**src/rtl/result_demux_1to4.sv**
```systemverilog
// Registered 1-to-4 result demultiplexer: steers each accepted word by sel into
// one of four per-channel FIFOs; reserved-channel words may be dropped and counted.
module result_demux_1to4 #(
  parameter int WIDTH     = 4,
  parameter int DEPTH     = 2,
  parameter int CNT_W     = 8,
  parameter int DROP_RESV = 1
) (
  input  logic               clk,
  input  logic               rst_n,
  input  logic               in_valid,
  output logic               in_ready,
  input  logic [1:0]         sel,
  input  logic [WIDTH-1:0]   in_data,
  output logic [3:0]         out_valid,
  input  logic [3:0]         out_ready,
  output logic [4*WIDTH-1:0] out_data,
  output logic [CNT_W-1:0]   drop_cnt
);

  localparam int AW = $clog2(DEPTH);
  localparam int CW = AW + 1;
  localparam logic [CW-1:0] FULL = CW'(DEPTH);

  logic [WIDTH-1:0] mem   [4][DEPTH];
  logic [AW-1:0]    wptr  [4];
  logic [AW-1:0]    rptr  [4];
  logic [CW-1:0]    count [4];

  logic is_drop;
  logic push;
  logic [3:0] push_ch;
  logic [3:0] pop_ch;

  // Ready depends only on registered occupancy, never on out_ready.
  // NOTE: every always_comb output gets a default first so no latch can be inferred.
  always_comb begin
    is_drop  = (DROP_RESV != 0) && (sel == 2'd3);
    in_ready = 1'b1;
    if (!is_drop) in_ready = (count[sel] != FULL);
    push = in_valid && in_ready;
    for (int k = 0; k < 4; k++) begin
      push_ch[k]   = push && !is_drop && (sel == 2'(k));
      out_valid[k] = (count[k] != '0);
      pop_ch[k]    = out_valid[k] && out_ready[k];
    end
  end

  always_comb begin
    out_data = '0;
    for (int k = 0; k < 4; k++)
      if (out_valid[k]) out_data[k*WIDTH +: WIDTH] = mem[k][rptr[k]];
  end

  // NOTE: state uses non-blocking assignments so every register samples pre-edge values.
  always_ff @(posedge clk or negedge rst_n) begin
    if (!rst_n) begin
      for (int k = 0; k < 4; k++) begin
        wptr[k]  <= '0;
        rptr[k]  <= '0;
        count[k] <= '0;
      end
      drop_cnt <= '0;
    end else begin
      for (int k = 0; k < 4; k++) begin
        if (push_ch[k]) wptr[k] <= wptr[k] + 1'b1;
        if (pop_ch[k])  rptr[k] <= rptr[k] + 1'b1;
        if (push_ch[k] && !pop_ch[k])      count[k] <= count[k] + 1'b1;
        else if (pop_ch[k] && !push_ch[k]) count[k] <= count[k] - 1'b1;
      end
      if (push && is_drop && (drop_cnt != '1)) drop_cnt <= drop_cnt + 1'b1;
    end
  end

  // NOTE: storage is not reset; out_data masks empty channels so stale words never escape.
  always_ff @(posedge clk) begin
    for (int k = 0; k < 4; k++)
      if (push_ch[k]) mem[k][wptr[k]] <= in_data;
  end

endmodule

```
**config.mk**
```make
export PLATFORM = sky130hd
export DESIGN_NAME = result_demux_1to4
export DESIGN_NICKNAME = d
export VERILOG_FILES = /design/src/rtl/result_demux_1to4.sv
export SDC_FILE = /design/constraint.sdc
export NUM_CORES = 1
export LEC_CHECK = 0
export BUFFER_PORTS_ARGS = -buffer_cell sky130_fd_sc_hd__buf_4
export CELL_PAD_IN_SITES_DETAIL_PLACEMENT = 0
export CELL_PAD_IN_SITES_GLOBAL_PLACEMENT = 2
export CORE_UTILIZATION = 40
export DETAILED_ROUTE_END_ITERATION = 12
export PLACE_DENSITY = 0.92
export SLEW_MARGIN = 10
export SYNTH_ARGS = -nofsm -noshare
export SYNTH_HDL_FRONTEND = slang
export SYNTH_SLANG_ARGS = --single-unit
```
**constraint.sdc**
```tcl
create_clock -name clk -period 4.25 [get_ports clk]
set_clock_uncertainty 0.05 [all_clocks]
set_input_delay 0.2125 -clock clk [delete_from_list [all_inputs] [get_ports clk]]
set_output_delay 0.2125 -clock clk [all_outputs]
set_load 0.005 [all_outputs]
```
==> Yosys cells after proc, flatten, opt, wreduce, memory -nomap -nowiden <==
Memories as Yosys holds them, arrays and structs flattened.
Cells that the tools add are included.
{ "word_totals": {"ramBits": 32, "mem_count": 1, "ff_bits": 24, "output_inout_bits": 29} }
{ "memory_table": {"columns": ["name", "words", "width", "rd", "rd_ports_with_merged_regs", "wr", "line_no", "text"], "rows": [
  ["mem", 4, 8, 4, 0, 1, "25", "logic [WIDTH-1:0] mem [4][DEPTH];"]
]} }
{ "op_classes": {"bitwise_logic": 9, "addsub": 17, "n_reduce_logical": 45, "n_lt_le_gt_ge": 13, "eq_ne": 5, "mux": 53} }
{ "op_table": {"columns": ["cell", "n"], "rows": [
  ["4-bit 2-to-1 mux", 20],
  ["8-bit 2-to-1 mux", 10],
  ["2-bit 2-to-1 mux", 13],
  ["1-bit logical AND", 24],
  ["8-bit OR reduction", 3],
  ["4-bit demux with 1-bit select", 4],
  ["2-bit greater-or-equal comparator, second input constant", 8],
  ["1-bit NOT with 2-bit output", 8],
  ["2-bit nonzero test", 8],
  ["1-bit zero test", 9],
  ["1-bit adder, second input constant", 8],
  ["2-bit by 1-bit adder with 2-bit output, second input constant", 4],
  ["8-bit by 1-bit adder with 8-bit output, second input constant", 1],
  ["2-bit by 1-bit < comparator with 1-bit output, second input constant", 4],
  ["8-bit inequality test, second input constant", 1],
  ["2-bit by 1-bit subtractor with 2-bit output, second input constant", 4],
  ["1-bit 2-to-1 mux", 5],
  ["2-bit binary-select mux with 2-bit select", 1],
  ["2-bit equality test, second input constant", 2],
  ["3-bit greater-or-equal comparator, second input constant", 1],
  ["2-bit NOT with 3-bit output", 1],
  ["2-bit by 1-bit equality test with 1-bit output, second input constant", 1],
  ["2-bit zero test", 1],
  ["2-bit inequality test, second input constant", 1]
]} }

==> Depth between registers and ports, before layout <==
Gate-level depths: netlist of the first run.
{ "logic_depth": {"depth_word": 15, "depth_mapped": 6, "ltp_nobuf": 6} }

==> Least setup slack after synthesis of the first run <==
OpenSTA, ideal clock, no wires.
{ "synth_path": {"path_type": "register to register", "start": "reg count[6] in the netlist's numbering", "end": "reg count[7] in the netlist's numbering", "path_buffers": 0, "setup_slack_ns": 2.737, "setup_ns": 0.079, "synth_period_minus_slack_ns": 1.513, "t_required_ns": 4.121, "arrival_ns": 1.384, "path_stages_with_launch": 6, "cell_sequence": "dfrtp_1 nand2b_1 and4bb_2 ha_1 nor2_1 xor2_1"} }
{ "synth_via": {"elab_chain_len": 11, "elab_cells_between_ends": 19, "classes_between": "add/sub (2); eq/ne (1); mux (6); reduce/logical (10)"} }
{ "synth_lines": {"columns": ["element", "line_no", "text"], "rows": [
  ["start, declared", "28", "logic [CW-1:0] count [4];"],
  ["start signal, assigned by index", "68", "if (push_ch[k] && !pop_ch[k]) count[k] <= count[k] + 1'b1;"],
  ["start signal, assigned by index", "69", "else if (pop_ch[k] && !push_ch[k]) count[k] <= count[k] - 1'b1;"],
  ["2-bit binary-select mux with 2-bit select (*)", "40", "if (!is_drop) in_ready = (count[sel] != FULL);"],
  ["2-bit 2-to-1 mux (not written as such) (*) (2 in series)", "40", null],
  ["2-bit inequality test (*)", "40", null],
  ["1-bit 2-to-1 mux (*)", "40", null],
  ["1-bit logical AND (*)", "41", "push = in_valid && in_ready;"],
  ["1-bit logical AND (*) (2 in series)", "43", "push_ch[k] = push && !is_drop && (sel == 2'(k));"],
  ["named net push_ch[0]", "32", "logic [3:0] push_ch;"],
  ["1-bit zero test", "69", null],
  ["1-bit logical AND", "69", null],
  ["2-bit nonzero test (no line)", null, null]
]} }
Mark *: on every way through the listed nets, which the timed path passes. The rest lies on a longest branch. The select of a mux whose other input is x is not followed.
A chain may end at the register's enable or synchronous reset.

==> Worst setup path after layout of the first run <==
{ "layout_path": {"start": "reg count[6] in the netlist's numbering", "end": "out out_data[2]"} }
{ "layout_via": {"elab_chain_len": 2} }
{ "layout_lines": {"columns": ["element", "line_no", "text"], "rows": [
  ["2-bit nonzero test", "44", "out_valid[k] = (count[k] != '0);"],
  ["4-bit 2-to-1 mux", "52", "if (out_valid[k]) out_data[k*WIDTH +: WIDTH] = mem[k][rptr[k]];"],
  ["end, declared", "17", "output logic [4*WIDTH-1:0] out_data,"]
]} }
Every way passes these cells.

==> results summary, run 1 <==
The data required time at the worst endpoint is 3.99 ns. The core outline area came out at 5640 µm². Across the VDD grid, the largest voltage drop is 0.267 mV.

The floorplan step set the die width to 79.3 µm. Setup violations remaining at the end of the flow were counted as 0. The worst hold path belongs to the class input port to flip-flop. The total overflow left after global routing is 0. For this configuration, the core starts out at a cell density of 0.423. The number of global-route vias before repair came out at 1343.

Of the total power, the share spent switching nets is 0.326. The wire length per cell after detailed routing is 13.6 µm. The shortest clock period the worst path allows after layout is 1.67 ns. The signed area change from the synthesized netlist to the final layout came out at 21.3%. After synthesis the netlist holds a flip-flop and latch count of 55. The fraction of synthesis flops using an asynchronous set or reset pin is 0.418. The via density per instance is 4.64. The number of detailed-routing iterations run before antenna repair came out at 4. TritonCTS built the clock tree.

The number of clock buffers added by TritonCTS is 5. The final weighted congestion of routability-driven global placement is 0.777. Of the available clock period, the critical path in the final layout requires 0.392. The worst setup path is launched from a flip-flop. Buffers added to address setup during post-CTS repair amount to 0. The total wire length after detailed routing is 4060 µm. The number of rows created at floorplan is 27. The total of warnings raised by yosys came out at 0. The number of violations reported at the end of detailed-routing iteration 0 came out at 72. Entering global routing, the biggest net connects 24 pins. The post-route setup TNS is 0 ns. The count of final max-slew check failures is 0. Internal power comes to 1.14 mW.

The sequential share of power came out at 0.492. The layout cell share with drive strength beyond 1 is 0.251. The first-pass GRT wire length is 6680 µm.

In this run the power spent charging and discharging nets is 553 µW. The hold violation count in the final report is 0. Across every metal layer, demand over resource in global routing totals 0.145.

By startpoint and endpoint, the worst setup path is classified as flip-flop to output pin. The clock share of power came out at 0.166. At the worst endpoint, the arrival time is 1.40 ns. The total number of vias is 1388. Once placement completed, the tool counted placed cells totaling 290. The number of buffer cells added on primary ports came out at 41.

The worst setup path is captured at an output pin. The final antenna diode count is 0. The number of clock sinks is 55. The synthesized instance count is 174. The run finished with clean final reports. The post-synthesis cell type count is 32. The remaining antenna violation count is 0. The synthesized cell area came out at 2390 µm². The final cell count without fillers is 299. After detailed routing, the number of remaining DRC violations is 0. In this run, synthesis inferred 32 flip-flops with an integrated enable.

The root buffer cell chosen for the clock tree is clkbuf_8. The initial antenna violation count is 0. The number of nets in the final layout came out at 244. The maximum clock insertion buffer count is 2. The die is 79.3 µm tall. The internal reg-to-reg setup slack is 2.59 ns. The die covers 6280 µm². Based on the critical path, the design can be clocked at up to 600 MHz.

The overall power of the completed layout came out at 1.70 mW. The post-cts repair resize count is 0. The areal power density over the cells is 587 nW/µm². During I/O placement, the number of pins put on the boundary was 42.

The half-perimeter wire length after placement is 2920 µm. The later-pin clock latency in the skew report is 0.30 ns. In this run the worst path has a maximum fanout of 5. The layout has 508 filler cells. The number of violations of the max-capacitance limit is 0.

The H-tree was split into 2 levels. The clock transition time at the flip-flop clock pins of the worst setup and hold paths is 0.10 ns. The sequential cell area fraction in the yosys report is 0.644.

The average instance in the mapped netlist occupies 13.7 µm². In this run the static leakage power is 1.26 nW. The combinational power share came out at 0.342. The dominant register cell in the synthesized netlist is edfxtp_1. Setup repair after global routing left no endpoint under its margin.
metal layers:
layer,track usage,part of all wire
met1,0.190,0.47
met2,0.228,0.48
met3,0.0345,0.028
met4,0.0655,0.017
met5,0,0
cell usage in the layout, fill, tap and decap left out, types with 4 or more instances in the layout:
cell,netlist,routed
buf_4,0,41
dfrtp_1,23,23
xnor2_1,9,9
edfxtp_1,32,32
inv_1,7,7
mux2i_1,19,19
o21ai_0,6,6
conb_1,1,8
nand2b_1,5,5
nor2_1,22,22
clkbuf_8,0,5
nand2_1,4,4
xor2_1,12,12
ha_1,5,5
registers in the layout, indices dropped and copies added (netlist names):
register,count
drop_cnt,8
wptr,3
rptr,4
mem,32
count,8
synthesized netlist by cell type (4+ instances only):
| library cell | count | share of area |
|---|---|---|
| nor2_1 | 22 | 0.035 |
| inv_1 | 7 | 0.011 |
| nand2b_1 | 5 | 0.013 |
| xnor2_1 | 9 | 0.033 |
| clkbuf_1 | 4 | 0.0063 |
| dfrtp_1 | 23 | 0.24 |
| nand2_1 | 4 | 0.0063 |
| mux2i_1 | 19 | 0.080 |
| edfxtp_1 | 32 | 0.40 |
| ha_1 | 5 | 0.026 |
| o21ai_0 | 6 | 0.013 |
| xor2_1 | 12 | 0.044 |
power groups by stage:
| stage | logic [mW] | clock network [mW] | registers (mW) |
|---|---|---|---|
| after global placement | 0.583 | 0 | 0.844 |
| after detailed placement | 0.589 | 0 | 0.848 |
| after global routing | 0.649 | 0.317 | 0.857 |
| after floorplan | 0.378 | 0 | 0.784 |
| final | 0.581 | 0.282 | 0.835 |
| after CTS | 0.594 | 0.292 | 0.837 |
repair_timing:
action | 4_1_cts | 5_1_grt
hold buffers | 1 | 0
endpoints found under the hold margin | 23 | 0
setup endpoints to repair | 0 | 0
path summary, 6_finish.rpt:
path | endpoint | from | depth (start not counted)
max reg2reg | mem[2][4] | count[2] | 3
max | out_data[2] | count[6] | 3
min in group asynchronous | count[5] | rst_n | 2
max in group asynchronous | drop_cnt[7] | rst_n | 2
min | mem[1][0] | in_data[0] | 1
min reg2reg | count[0] | count[0] | 1
layout make-up:
type / count / area [µm²] / share of cell area
clock buffers: 5 / 68.8 / 0.0238
clock inverters: 3 / 20.0 / 0.00691
multi-input cells: 115 / 836 / 0.289
inverters: 7 / 26.3 / 0.00908
well taps: 72 / 90.1 / 0.0311
repair buffers: 42 / 318 / 0.110
flip-flops and latches: 55 / 1540 / 0.531
stage by stage:
| stage | hold WS [ns] | instance area, µm² | util | setup WS [ns] |
|---|---|---|---|---|
| finish | 0.108 | 2900 | 0.513 | 2.58 |
| global route | 0.0812 | 2900 | 0.513 | 2.46 |
| CTS | 0.0933 | 2900 | 0.513 | 2.56 |
| detailed placement | 0.0820 | 2800 | 0.496 | 2.58 |
| global placement | 0.0820 | 2800 | 0.496 | 2.63 |
| floorplan | -0.133 | 2410 | - | 2.74 |
logic make-up after synthesis:
| kind of cell | Yosys count | synth area share |
|---|---|---|
| AOI/OAI and AO/OA | 11 | 0.0283 |
| DFF | 55 | 0.644 |
| adders and majority gates | 5 | 0.0262 |
| other | 1 | 0.00157 |
| xor gates and xnor gates | 21 | 0.0770 |
| and+or+nand+nor | 49 | 0.115 |
| buffers and inverters | 11 | 0.0173 |
| muxes | 21 | 0.0907 |
critical path, stage by stage, from the launching register on:
cell	delay (ns)
dfrtp_1	0.44
nor2_1	0.37
nor2_1	0.13
buf_4	0.16
(Power assumes the default switching activity.)
==> inputs of run 2 (changes only) <==
- CORE_UTILIZATION: 40 -> 38
- PLACE_DENSITY: 0.92 -> 0.89
- clock period: 4.25 -> 1.7 ns (I/O delays scaled with it)
==> results summary, run 2 (synthesis gave the netlist of run 1 again) <==
The global-route usage over all layers is 0.148 (was 0.145). The switching fraction of total power is 0.311 (was 0.326). The width of the die came out at 81.3 µm (was 79.3 µm).

Most frequent cells in the layout: 49 x buf_4, 32 x edfxtp_1, 23 x dfrtp_1 (was 41 x buf_4, 32 x edfxtp_1, 23 x dfrtp_1). The number of violations reported at the end of detailed-routing iteration 0 came out at 73 (was 72). The placed instance area came out at 2850 µm² (was 2800 µm²). The number of clock sinks is 55 (unchanged). The via density per instance came out at 4.61 (was 4.64). The number of flip-flops under the largest register name came out at 32 (unchanged). The layout cell share with drive strength beyond 1 is 0.272 (was 0.251). The chip height came out at 81.3 µm (was 79.3 µm). The signed area change from the synthesized netlist to the final layout was 26.7% (was 21.3%). The number of detailed-routing iterations run before antenna repair came out at 4 (unchanged). The critical path launch point type is a flip-flop (unchanged).

The hold violation count in the final report is 0 (unchanged). The shortest clock period the worst path allows after layout came out at 1.64 ns. The number of rows created at floorplan is 28 (was 27). The buffer type at the clock tree root is clkbuf_8 (unchanged). The timing-limited maximum frequency is 612 MHz. The initial cell density of the core is 0.398 (was 0.423).

The critical path capture point type is an output pin (unchanged). The share of the clock period used by the worst path is 0.962. The post-layout instance area came out at 3020 µm² (was 2900 µm²).

The number of buffer cells added on primary ports is 41 (unchanged). The total wire length after detailed routing is 4270 µm (was 4060 µm). The final antenna diode count came to 0 (unchanged). The wire length per cell after detailed routing came out at 13.6 µm (about the same). The die footprint is 6600 µm² (was 6280 µm²). The initial antenna violation count came to 0 (unchanged). The total number of vias came out at 1448 (was 1388).

The remaining routing DRC violations came out at 0 (unchanged). The first-pass GRT wire length is 7020 µm (was 6680 µm). The post-route setup TNS is 0 ns (unchanged). The areal power density over the cells came out at 1500 nW/µm² (was 587 nW/µm²).

The share of the core filled with cells is 0.505 (was 0.513). The leading cell type in the layout, fill and taps excluded is buf_4 (unchanged). The number of global-route vias before repair is 1439 (was 1343).

The pin count of the biggest net entering global routing came to 24 (unchanged). The worst hold slack came out at 0.0695 ns (was 0.108 ns). The remaining antenna violation count came out at 0 (unchanged). The internal power summed over all cells came out at 3.12 mW (was 1.14 mW). The residual overflow from global routing is 0 (unchanged). The net switching power came out at 1.41 mW (was 553 µW). The combinational power share is 0.361 (was 0.342). The count of H-tree levels built during CTS came out at 2 (unchanged). The final weighted congestion of routability-driven global placement was 0.724 (was 0.777). The clock tree from TritonCTS was yes (unchanged). The number of nets in the final layout came out at 256 (was 244). The clock share of power came to 0.189 (was 0.166). The sequential share of power came out at 0.451 (was 0.492). The number of violations of the max-capacitance limit came out at 0 (unchanged).

The standby leakage power came out at 1.33 nW (was 1.26 nW). The later-pin clock latency in the skew report came out at 0.30 ns (about the same). The maximum clock insertion buffer count came to 2 (unchanged). The data required time at the worst endpoint came out at 1.56 ns (was 3.99 ns). The CTS buffer count came out at 5 (unchanged). The maximum fanout encountered on the critical timing path came to 5 (unchanged).

The class of the most critical hold timing path is input port to flip-flop (unchanged). The arrival time reported for the critical path endpoint is 1.50 ns (was 1.40 ns). The number of top-level pins came out at 42 (unchanged). The final-report setup violation count came out at 0 (unchanged). The core outline area is 5990 µm² (was 5640 µm²). The critical path class is flip-flop to output pin (unchanged). The half-perimeter wire length after placement is 3080 µm (was 2920 µm). The clock transition time at the flip-flop clock pins of the worst setup and hold paths is 0.09 ns (was 0.10 ns).

The count of final max-slew check failures came out at 0 (unchanged). RSZ-0062 raised after global routing: false (unchanged). Run status: finished clean (unchanged). The worst voltage drop across the vdd grid is 0.714 mV (was 0.267 mV).
==> run 2: final cells by class <==
type	instances	area [µm²]
Fill cell	530	2970
Sequential cell	55	1540
Multi-Input combinational cell	115	838
Timing Repair Buffer	54	418
Tap cell	75	93.8
Clock buffer	6	72.6
Clock inverter	2	38.8
Inverter	7	26.3
==> run 2: per-stage QoR <==
step,instances,setup WS (ns),power (mW)
global placement,299,0.109,3.65
CTS,312,0.0280,4.57
detailed placement,299,0.0741,3.69
global route,314,0.00183,4.88
finish,314,0.0650,4.53
floorplan,181,0.187,2.91
==> run 2: power groups by stage <==
stage / registers (mW) / clock network [mW] / logic (mW)
after floorplan: 1.96 / 0 / 0.946
after detailed placement: 2.07 / 0 / 1.61
final: 2.04 / 0.855 / 1.63
after CTS: 2.05 / 0.892 / 1.63
after global placement: 2.06 / 0 / 1.59
after global routing: 2.09 / 0.946 / 1.84
==> run 2: path summary, 6_finish.rpt <==
check / from / end / slack [ns] / depth (start not counted)
worst max-delay path: count[6] / out_data[3] / 0.06 / 4
worst min-delay path: out_ready[2] / rptr[1] / 0.07 / 3
worst max register to register: count[2] / count[3] / 0.10 / 5
worst min register to register: count[0] / count[0] / 0.43 / 1
max in group asynchronous: rst_n / count[6] / 1.19 / 2
min in group asynchronous: rst_n / rptr[0] / 0.17 / 2
==> run 2: layer usage <==
layer | global-route usage | part of all wire | vias up
li1 | - | - | 728
met1 | 0.194 | 0.47 | 690
met2 | 0.232 | 0.48 | 24
met3 | 0.0382 | 0.035 | 6
met4 | 0.0589 | 0.015 | 0
met5 | 0 | 0 | -
==> run 2: critical path, stage by stage (launching register included) <==
cell and delay [ns]:
dfrtp_1 0.38, buf_4 0.15, nor2_1 0.39, nor2_1 0.13
buf_4 0.16
==> run 2: what timing repair did <==
action / in CTS / in global routing
buffers inserted: 0 / 2
hold buffers: 5 / 0
gates resized for setup: 0 / 2
endpoints found under the setup margin: 0 / 10
hold endpoints to repair: 55 / 0
==> inputs of run 3 (changes only) <==
--- a/config.mk
+++ b/config.mk
@@ -12,5 +12,4 @@
 export DETAILED_ROUTE_END_ITERATION = 12
 export PLACE_DENSITY = 0.89
-export SLEW_MARGIN = 10
 export SYNTH_ARGS = -nofsm -noshare
 export SYNTH_HDL_FRONTEND = slang
==> constraint.sdc (replaced) <==
create_clock -name clk -period 1.7 [get_ports clk]
set_clock_uncertainty 0.05 [all_clocks]
set_input_delay 0.34 -clock clk [delete_from_list [all_inputs] [get_ports clk]]
set_output_delay 0.34 -clock clk [all_outputs]
set_load 0.005 [all_outputs]
==> results summary, run 3 (synthesis gave the netlist of run 1 again) <==
Run status: finished clean (unchanged). The count of final max-slew check failures came out at 0 (unchanged). The number of flip-flops under the largest register name came out at 32 (unchanged).

The critical path capture point type is an output pin (unchanged). The critical path launch point type is a flip-flop (unchanged). RSZ-0062 raised after global routing: true (was false). The remaining routing DRC violations came out at 0 (unchanged). The number of violations reported at the end of detailed-routing iteration 0 came out at 49 (was 73).

The number of detailed-routing iterations run before antenna repair came to 4 (unchanged). The via density per instance was 4.65 (was 4.61). The number of rows created at floorplan is 28 (unchanged). The class of the most critical hold timing path was input port to flip-flop (unchanged). The pre-CTS setup slack is 0.0526 ns (was 0.0741 ns). The final antenna diode count came out at 0 (unchanged).

The total wire length after detailed routing is 4290 µm (was 4270 µm). Series of cell instances along the critical path: nand2b_4, mux2i_2, o21ai_1, buf_4 (was buf_4, nor2_1, nor2_1, buf_4). The share of the clock period used by the worst path is 0.966 (was 0.962).

The clock transition time at the flip-flop clock pins of the worst setup and hold paths is 0.10 ns (was 0.09 ns). The number of clock sinks is 55 (unchanged). The worst voltage drop across the vdd grid is 0.693 mV (was 0.714 mV).

The cell class contributing the biggest share of worst-path delay was flip-flops (was simple AND/OR/NAND/NOR gates). The number of nets in the final layout is 254 (was 256). The final weighted congestion of routability-driven global placement was 0.746 (was 0.724). The number of global-route vias before repair is 1410 (was 1439). The global-route usage over all layers is 0.144 (was 0.148).

The timing-limited maximum frequency came out at 609 MHz (was 612 MHz). The later-pin clock latency in the skew report came to 0.30 ns (about the same). The half-perimeter wire length after placement is 3150 µm (was 3080 µm). The number of top-level pins is 42 (unchanged). The chip height is 81.3 µm (unchanged). The die footprint came out at 6600 µm² (unchanged). The wire length per cell after detailed routing came out at 13.8 µm (was 13.6 µm).

The worst hold slack came out at 0.228 ns (was 0.0695 ns). The leading cell type in the layout, fill and taps excluded is buf_4 (unchanged). Most frequent cells in the layout: 49 x buf_4, 32 x edfxtp_1, 19 x dfrtp_1 (was 49 x buf_4, 32 x edfxtp_1, 23 x dfrtp_1). The initial antenna violation count is 0 (unchanged). The post-layout worst setup margin is 0.0573 ns (was 0.0650 ns). The count of H-tree levels built during CTS is 2 (unchanged). The number of buffer and inverter instances along the worst setup path is 1 (was 2). The signed area change from the synthesized netlist to the final layout was 26.8% (was 26.7%).

The share of the core filled with cells came out at 0.505 (about the same). The post-route setup TNS is 0 ns (unchanged). The total number of vias came out at 1452 (was 1448). The internal reg-to-reg setup slack came out at 0.12 ns (was 0.10 ns). The maximum single-stage delay on the critical path was 0.42 ns (was 0.39 ns).

The pin count of the biggest net entering global routing came out at 24 (unchanged). The number of buffer cells added on primary ports came out at 41 (unchanged). The maximum clock insertion buffer count is 2 (unchanged). The hold violation count in the final report is 0 (unchanged). The slowest cell on the critical path is dfrtp_1 (was nor2_1). The initial cell density of the core is 0.398 (unchanged). The maximum fanout encountered on the critical timing path is 4 (was 5). The shortest clock period the worst path allows after layout came out at 1.64 ns (about the same). The data required time at the worst endpoint came to 1.31 ns (was 1.56 ns).

The number of violations of the max-capacitance limit is 0 (unchanged). The CTS buffer count came out at 5 (unchanged). The standby leakage power came to 1.32 nW (was 1.33 nW). The core outline area came to 5990 µm² (unchanged). The first-pass GRT wire length is 6960 µm (was 7020 µm). The clock tree from TritonCTS is yes (unchanged). The final-report setup violation count came to 0 (unchanged).

The areal power density over the cells was 1490 nW/µm² (was 1500 nW/µm²). The buffer type at the clock tree root is clkbuf_8 (unchanged). The remaining antenna violation count came out at 0 (unchanged).

The residual overflow from global routing came to 0 (unchanged). The width of the die is 81.3 µm (unchanged). The arrival time reported for the critical path endpoint was 1.25 ns (was 1.50 ns). The layout cell share with drive strength beyond 1 came to 0.342 (was 0.272). The critical path class is flip-flop to output pin (unchanged).
-- run 3: cell count changes in the layout (fill, tap and decap cells not counted), sizes merged --
cell,previous run,this run
dlygate4sd3,5,1
buf,49,51
clkinv,0,2
bufinv,1,0
inv,8,7
-- run 3: repair_timing --
action,in CTS,in global routing
buffers inserted,2,1
endpoints found under the setup margin,5,23
pin swaps,0,3
gates resized for setup,2,20
hold buffers,1,0
endpoints found under the hold margin,23,0
-- run 3: final cells by class --
class / count / area, µm²
flip-flops and latches: 55 / 1540
clock inverters: 2 / 8.76
fillers: 532 / 2960
repair buffers: 52 / 400
multi-input cells: 115 / 885
clock buffers: 6 / 72.6
inverters: 7 / 26.3
well taps: 75 / 93.8
-- run 3: layer usage --
metal	vias to the layer above	global-route usage	wire length, µm
li1	721	-	-
met1	704	0.193	2080
met5	-	0	0
met4	0	0.0482	53
met3	5	0.0303	127
met2	22	0.232	2040
-- run 3: worst paths after layout --
path                       startpoint           to  depth (start not counted)
max reg2reg                  count[2]     count[3]                          5
max                          count[4]     in_ready                          4
min reg2reg                  count[0]     count[0]                          1
min in group asynchronous       rst_n  drop_cnt[6]                          2
min                        in_data[2]    mem[3][2]                          1
max in group asynchronous       rst_n      rptr[2]                          2
-- run 3: per-stage QoR --
stage / cell area (µm²) / power [mW] / instances
after floorplan: 2410 / 2.91 / 181
after global placement: 2850 / 3.66 / 300
after detailed placement: 2850 / 3.69 / 300
after CTS: 2960 / 4.42 / 311
after global routing: 3030 / 4.87 / 312
final: 3030 / 4.52 / 312
-- run 3: power by group --
| group | internal [mW] | leakage (nW) | switching, mW | total (mW) |
|---|---|---|---|---|
| Combinational | 1.03 | 0.711 | 0.710 | 1.74 |
| Clock | 0.284 | 0.0426 | 0.398 | 0.683 |
| Sequential | 1.74 | 0.566 | 0.355 | 2.09 |
